### src/rtl/memlibc_bist_seq_pkg.sv
// Shared state type and default sizing for the memory BIST sequencer.
package memlibc_bist_seq_pkg;

  typedef enum logic [2:0] {
    StIdle    = 3'd0,
    StLaunch  = 3'd1,
    StWait    = 3'd2,
    StRelease = 3'd3,
    StDone    = 3'd4
  } seq_state_e;

  localparam int unsigned NUM_CTRL_DEF = 4;
  localparam int unsigned TIMEOUT_DEF  = 65535;
  localparam int unsigned TMR_W_DEF    = 16;

endpackage

### src/rtl/memlibc_memory_bist_assembly_rtl_tessent_bist_timer.sv
// WAIT-phase watchdog: cleared on launch, counts while enabled, flags the last allowed cycle.
module memlibc_memory_bist_assembly_rtl_tessent_bist_timer
  import memlibc_bist_seq_pkg::*;
#(
  parameter int unsigned TIMEOUT = TIMEOUT_DEF,
  parameter int unsigned TMR_W   = TMR_W_DEF
) (
  input  logic clk_i,
  input  logic rst_ni,
  input  logic clear_i,
  input  logic enable_i,
  output logic expired_o
);

  logic [TMR_W-1:0] cnt_q, cnt_d;

  assign expired_o = (cnt_q == TMR_W'(TIMEOUT - 1));

  always_comb begin
    cnt_d = cnt_q;
    if (clear_i) begin
      cnt_d = '0;
    end else if (enable_i && !expired_o) begin
      cnt_d = cnt_q + 1'b1;
    end
  end

  always_ff @(posedge clk_i) begin
    if (!rst_ni) begin
      cnt_q <= '0;
    end else begin
      cnt_q <= cnt_d;
    end
  end

endmodule

### src/rtl/blk_c4fa39.sv
// Sequential launcher for an assembly's memory BIST controllers, one controller at a time.
// Define MEMLIBC_BIST_SEQ_TIMEOUT_EN to build the per-controller hang timeout.
module blk_c4fa39
  import memlibc_bist_seq_pkg::*;
#(
  parameter int unsigned NUM_CTRL = NUM_CTRL_DEF,
  parameter int unsigned IDX_W    = (NUM_CTRL > 1) ? $clog2(NUM_CTRL) : 1,
  parameter int unsigned TIMEOUT  = TIMEOUT_DEF,
  parameter int unsigned TMR_W    = TMR_W_DEF
) (
  input  logic                clk_i,
  input  logic                rst_ni,
  input  logic                start_i,
  output logic [NUM_CTRL-1:0] ctrl_run_o,
  input  logic [NUM_CTRL-1:0] ctrl_done_i,
  input  logic [NUM_CTRL-1:0] ctrl_go_i,
  output logic                busy_o,
  output logic                done_o,
  output logic                go_o,
  output logic [NUM_CTRL-1:0] fail_vec_o,
  output logic                timeout_o,
  output logic [IDX_W-1:0]    cur_idx_o
);

  if (NUM_CTRL < 1 || NUM_CTRL > 16) begin : g_chk_num
    $error("NUM_CTRL must be in 1..16");
  end
  if (TIMEOUT == 0 || 64'(TIMEOUT) >= (64'd1 << TMR_W)) begin : g_chk_tmo
    $error("TIMEOUT must be in 1..2**TMR_W-1");
  end

  seq_state_e          state_q, state_d;
  logic [IDX_W-1:0]    idx_q, idx_d;
  logic [NUM_CTRL-1:0] run_q, run_d, fail_q, fail_d;
  logic                busy_q, busy_d, done_q, done_d, go_q, go_d;
  logic                done_sel, last_idx, rel_ok;
  logic [NUM_CTRL-1:0] run_sel;

  assign done_sel = ctrl_done_i[idx_q];
  assign last_idx = (idx_q == IDX_W'(NUM_CTRL - 1));
  assign run_sel  = NUM_CTRL'(1) << idx_q;

`ifdef MEMLIBC_BIST_SEQ_TIMEOUT_EN
  logic expired, timeout_q, timeout_d, hung_q, hung_d;

  memlibc_memory_bist_assembly_rtl_tessent_bist_timer #(
    .TIMEOUT(TIMEOUT),
    .TMR_W  (TMR_W)
  ) u_timer (
    .clk_i    (clk_i),
    .rst_ni   (rst_ni),
    .clear_i  (state_q == StLaunch),
    .enable_i (state_q == StWait),
    .expired_o(expired)
  );

  // A hung controller may never return done to zero, so it skips the release wait.
  assign rel_ok    = hung_q | ~done_sel;
  assign timeout_o = timeout_q;
`else
  assign rel_ok    = ~done_sel;
  assign timeout_o = 1'b0;
`endif

  always_comb begin
    state_d = state_q;
    idx_d   = idx_q;
    run_d   = run_q;
    fail_d  = fail_q;
    done_d  = done_q;
    go_d    = go_q;
`ifdef MEMLIBC_BIST_SEQ_TIMEOUT_EN
    timeout_d = timeout_q;
    hung_d    = hung_q;
`endif
    unique case (state_q)
      StIdle: begin
        if (start_i) begin
          state_d = StLaunch;
          idx_d   = '0;
          fail_d  = '0;
          done_d  = 1'b0;
          go_d    = 1'b0;
`ifdef MEMLIBC_BIST_SEQ_TIMEOUT_EN
          timeout_d = 1'b0;
`endif
        end
      end
      StLaunch: begin
        if (!start_i) begin
          state_d = StIdle;
          run_d   = '0;
        end else begin
          state_d = StWait;
          run_d   = run_sel;
`ifdef MEMLIBC_BIST_SEQ_TIMEOUT_EN
          hung_d = 1'b0;
`endif
        end
      end
      StWait: begin
        if (!start_i) begin
          state_d = StIdle;
          run_d   = '0;
        end else if (done_sel) begin
          fail_d[idx_q] = ~ctrl_go_i[idx_q];
          run_d         = '0;
          state_d       = StRelease;
        end
`ifdef MEMLIBC_BIST_SEQ_TIMEOUT_EN
        else if (expired) begin
          fail_d[idx_q] = 1'b1;
          timeout_d     = 1'b1;
          hung_d        = 1'b1;
          run_d         = '0;
          state_d       = StRelease;
        end
`endif
      end
      StRelease: begin
        if (!start_i) begin
          state_d = StIdle;
          run_d   = '0;
        end else if (rel_ok) begin
          if (last_idx) begin
            state_d = StDone;
          end else begin
            idx_d   = idx_q + 1'b1;
            state_d = StLaunch;
          end
        end
      end
      StDone: begin
        done_d = 1'b1;
        go_d   = ~|fail_q;
        if (!start_i) begin
          state_d = StIdle;
        end
      end
      default: begin
        state_d = StIdle;
        run_d   = '0;
      end
    endcase
    busy_d = (state_d == StLaunch) || (state_d == StWait) || (state_d == StRelease);
  end

  always_ff @(posedge clk_i) begin
    if (!rst_ni) begin
      state_q <= StIdle;
      idx_q   <= '0;
      run_q   <= '0;
      fail_q  <= '0;
      busy_q  <= 1'b0;
      done_q  <= 1'b0;
      go_q    <= 1'b0;
    end else begin
      state_q <= state_d;
      idx_q   <= idx_d;
      run_q   <= run_d;
      fail_q  <= fail_d;
      busy_q  <= busy_d;
      done_q  <= done_d;
      go_q    <= go_d;
    end
  end

`ifdef MEMLIBC_BIST_SEQ_TIMEOUT_EN
  always_ff @(posedge clk_i) begin
    if (!rst_ni) begin
      timeout_q <= 1'b0;
      hung_q    <= 1'b0;
    end else begin
      timeout_q <= timeout_d;
      hung_q    <= hung_d;
    end
  end
`endif

  assign ctrl_run_o = run_q;
  assign busy_o     = busy_q;
  assign done_o     = done_q;
  assign go_o       = go_q;
  assign fail_vec_o = fail_q;
  assign cur_idx_o  = idx_q;

endmodule

### config.mk
export PLATFORM = sky130hd
export DESIGN_NAME = blk_c4fa39
export DESIGN_NICKNAME = d
export VERILOG_FILES = /design/src/rtl/memlibc_bist_seq_pkg.sv /design/src/rtl/memlibc_memory_bist_assembly_rtl_tessent_bist_timer.sv /design/src/rtl/blk_c4fa39.sv
export SDC_FILE = /design/constraint.sdc
export NUM_CORES = 1
export LEC_CHECK = 0
export CAP_MARGIN = 20
export CORE_UTILIZATION = 46
export CTS_CLUSTER_SIZE = 24
export DETAILED_ROUTE_END_ITERATION = 16
export PLACE_DENSITY_LB_ADDON = 0.3
export REMOVE_ABC_BUFFERS = 1
export SETUP_SLACK_MARGIN = 0.3
export SLEW_MARGIN = 20
export SYNTH_ARGS = -nofsm -noshare
export SYNTH_HDL_FRONTEND = slang
export SYNTH_SLANG_ARGS = --single-unit
### constraint.sdc
create_clock -name clk_i -period 1.82 [get_ports clk_i]
set_input_delay 0.182 -clock clk_i [delete_from_list [all_inputs] [get_ports clk_i]]
set_output_delay 0.182 -clock clk_i [all_outputs]
set_load 0.01 [all_outputs]
==> run_results.csv <==
group,metric,value,unit
hold_path,min_path_cells,2,
die,chipWidth,45.64,um
cts,cts_hold_buf,0,
setup_path,ff2ff_path_depth,4,
detailed_routing,drc,0,
sta,min_period,1.511,ns
detailed_routing,finalWirelength,2103,um
setup_path,crit_chain,"mux4_2, buf_4, o21ai_1, a21oi_1",
final_layout,n_antenna_cell,0,
final_layout,nNetsFinal,140,
setup_path,r2r_slack,0.31,ns
sta,setup-violations-final,0,
pwr,vdd.ir_drop.worst,0.3167,mV
final_layout,num-fill-cells,152,
die,coreArea,1764,um^2
sta,fin_crit_sh,83.03,%
sta,rsz0062_at_grt,"yes",
cts,htreeDepth,1,
global_route,grt_max_degree,10,
flow_run,cap_viol_max_count,0,
final_layout,multi_input_area,513.0,um^2
placement,gp_congestion,0.8787,
sta,timing.setup.tns,0,ns
detailed_routing,drtPass1Iterations,4,
logic_synthesis,ys.flop_type,"dfxtp_1",
hold_path,hp-start,"go_o",
die,die_h,45.64,um
detailed_routing,ant_nets,0,
final_layout,area_growth,39.57,%
die,start_util,49.65,%
cts,clockBufferDepth,2,
logic_synthesis,synth_cell_types,37,
logic_synthesis,synthTopCellsByArea,"dfxtp_1 37%, ha_1 5.7%, mux4_2 5.1%, a311oi_1 5.0%, a22o_1 4.0%",
cts,numCtsBuffers,3,
setup_path,start_kind,"register",
logic_synthesis,yosys.area.top_type_share,36.57,%
final_layout,layout_commonest_cell,"clkdlybuf4s50_1",
setup_path,r2r_end,"state_q[0]",
setup_path,reg2reg_from,"cur_idx_o[0]",
detailed_routing,via_per_inst,5.885,
setup_path,cp.required,1.99,ns
global_route,first_global_vias,755,
global_route,grtUsageTotal,21.74,%
die,num_rows,15,
cts,clock_latency,0.28,ns
global_route,grt_antenna_before_repair,0,
hold_path,hold_end,"go_o",
final_layout,final_cell_mix,"22 x clkdlybuf4s50_1, 11 x dfxtp_1, 9 x nand2_1, 8 x buf_4, 6 x inv_1",
setup_path,cp-end-kind,"register",
cts,cts_root_buf,"clkbuf_4",
logic_synthesis,syn_area_per_cell,9.418,um^2
global_route,grt_pass1_wl,3236,um
pwr,p_total,0.0006407,W
sta,hold_viol,0,
placement,dpl.hpwl,1509,um
setup_path,critPathMaxFanout,6,
logic_synthesis,synth.ff_latch_count,16,
sta,finClkSkew,0.0006890,ns
logic_synthesis,synth_edf_count,0,
cts,cts_sinks,16,
final_layout,drive_above_1_share,21.95,%
cts,cts_tree,"built",
setup_path,crit_slowest_cell,"mux4_2",
outcome,status,"finished clean",
setup_path,crit_type,"register to register",
detailed_routing,wl_per_cell,14.21,um
logic_synthesis,yosysTopAreaCell,"dfxtp_1",
logic_synthesis,syn_inst,93,
sta,hold_slack,0.4490,ns
die,die-area,2083,um^2
placement,portBuffers,23,
cts,path_clk_slew,0.09,ns
setup_path,max_stage_delay,0.60,ns
logic_synthesis,ys_async_sr_fraction,0,%
detailed_routing,vias,871,
logic_synthesis,yosysWarnings,0,
pwr,leakage,0.4807,nW
pwr,p_per_area,524.1,nW/um^2
hold_path,hold_class,"register to register",
die,io_pins,25,
sta,drv_slew,0,
final_layout,seqCellArea,329.1,um^2
detailed_routing,drtIter0Drc,41,
logic_synthesis,seq_area_frac_synth,36.57,%
global_route,grt-ovfl-total,0,
sta,max_freq,661.7,MHz
setup_path,cp_data_arrival_time,1.68,ns
logic_synthesis,syn_area,875.8,um^2
-- area by class of cell --
| class | count | share of cell area (%) |
|---|---|---|
| clock buffer | 3 | 1.842 |
| inverter | 6 | 1.842 |
| multi-input combinational | 66 | 41.97 |
| sequential | 16 | 26.92 |
| tap | 25 | 2.559 |
| timing repair buffer | 32 | 24.87 |
-- synthesized netlist by cell type, types with 2 or more instances --
master and n:
nand2_1 9, mux2i_1 2, nor2_1 4, nand2b_1 2, inv_1 6, a21o_1 4, a311oi_1 5, a22o_1 4
nand4_1 2, nand3b_1 2, clkbuf_1 2, mux4_2 2, nand3_1 2, ha_1 4, a21oi_1 6, dfxtp_1 16
-- flip-flops by register name, summed over array words and instances (netlist names) --
register	cells
ctrl_run_o	4
state_q	3
done_o	1
go_o	1
busy_o	1
fail_vec_o	4
cur_idx_o	2
-- timing repair --
action,CTS,global route
buffers inserted,0,2
gates resized for setup,4,7
pin swaps,2,8
setup endpoints to repair,13,12
cloned,0,0
-- per-layer routing --
layer	GRT usage (%)	vias up	part of all wire (%)
li1	-	402	-
met1	24.75	402	39
met2	37.14	57	48
met3	5.159	10	9.4
met4	11.52	0	3.3
met5	0	-	0
-- kinds of logic after synthesis --
family / Yosys count / synth area share [%]
and+or+nand+nor: 31 / 21.43
AOI/OAI and AO/OA: 26 / 22.28
DFF: 16 / 36.57
buffers and inverters: 11 / 6.143
muxes: 4 / 7.428
adders and majority gates: 4 / 5.715
other: 1 / 0.4282
-- how the worst max path moves through the flow --
stage / end / startpoint / depth (start not counted) / slack, ns
global route: cur_idx_o[0] / cur_idx_o[0] / 4 / 0.26
CTS: cur_idx_o[0] / cur_idx_o[0] / 2 / 0.25
finish: state_q[0] / cur_idx_o[0] / 4 / 0.31
floorplan: fail_vec_o[0] / cur_idx_o[0] / 3 / 0.15
global placement: ctrl_run_o[1] / ctrl_done_i[1] / 5 / 0.13
detailed placement: ctrl_run_o[2] / ctrl_done_i[0] / 5 / 0.1
-- worst max-delay path, delay by kind of cell, from the launching register on --
family,cells,cell delay [ns]
AO/OA/AOI/OAI,2,0.22
buffers and inverters,1,0.18
multiplexers,1,0.60
flip-flops,1,0.40
-- metrics by stage --
step           cells  instance area (um^2)  worst slack, ns  utilization, %
6_report         148                  1222           0.3088           69.29
5_1_grt          148                  1222           0.2567           69.29
4_1_cts          146                  1190           0.2529           67.45
3_5_place_dp     143                  1159          0.09718           65.67
3_3_place_gp     143                  1159           0.1340           65.67
2_1_floorplan     88                 844.6           0.1465               -
-- power breakdown --
group	switching [W]	internal [W]	total (W)
clock network	0.000110	0.0000769	0.000187
logic	0.0000436	0.0000501	0.0000937
registers	0.00000667	0.000354	0.000360
total	0.000160	0.000481	0.000641
(Power assumes the default switching activity.)
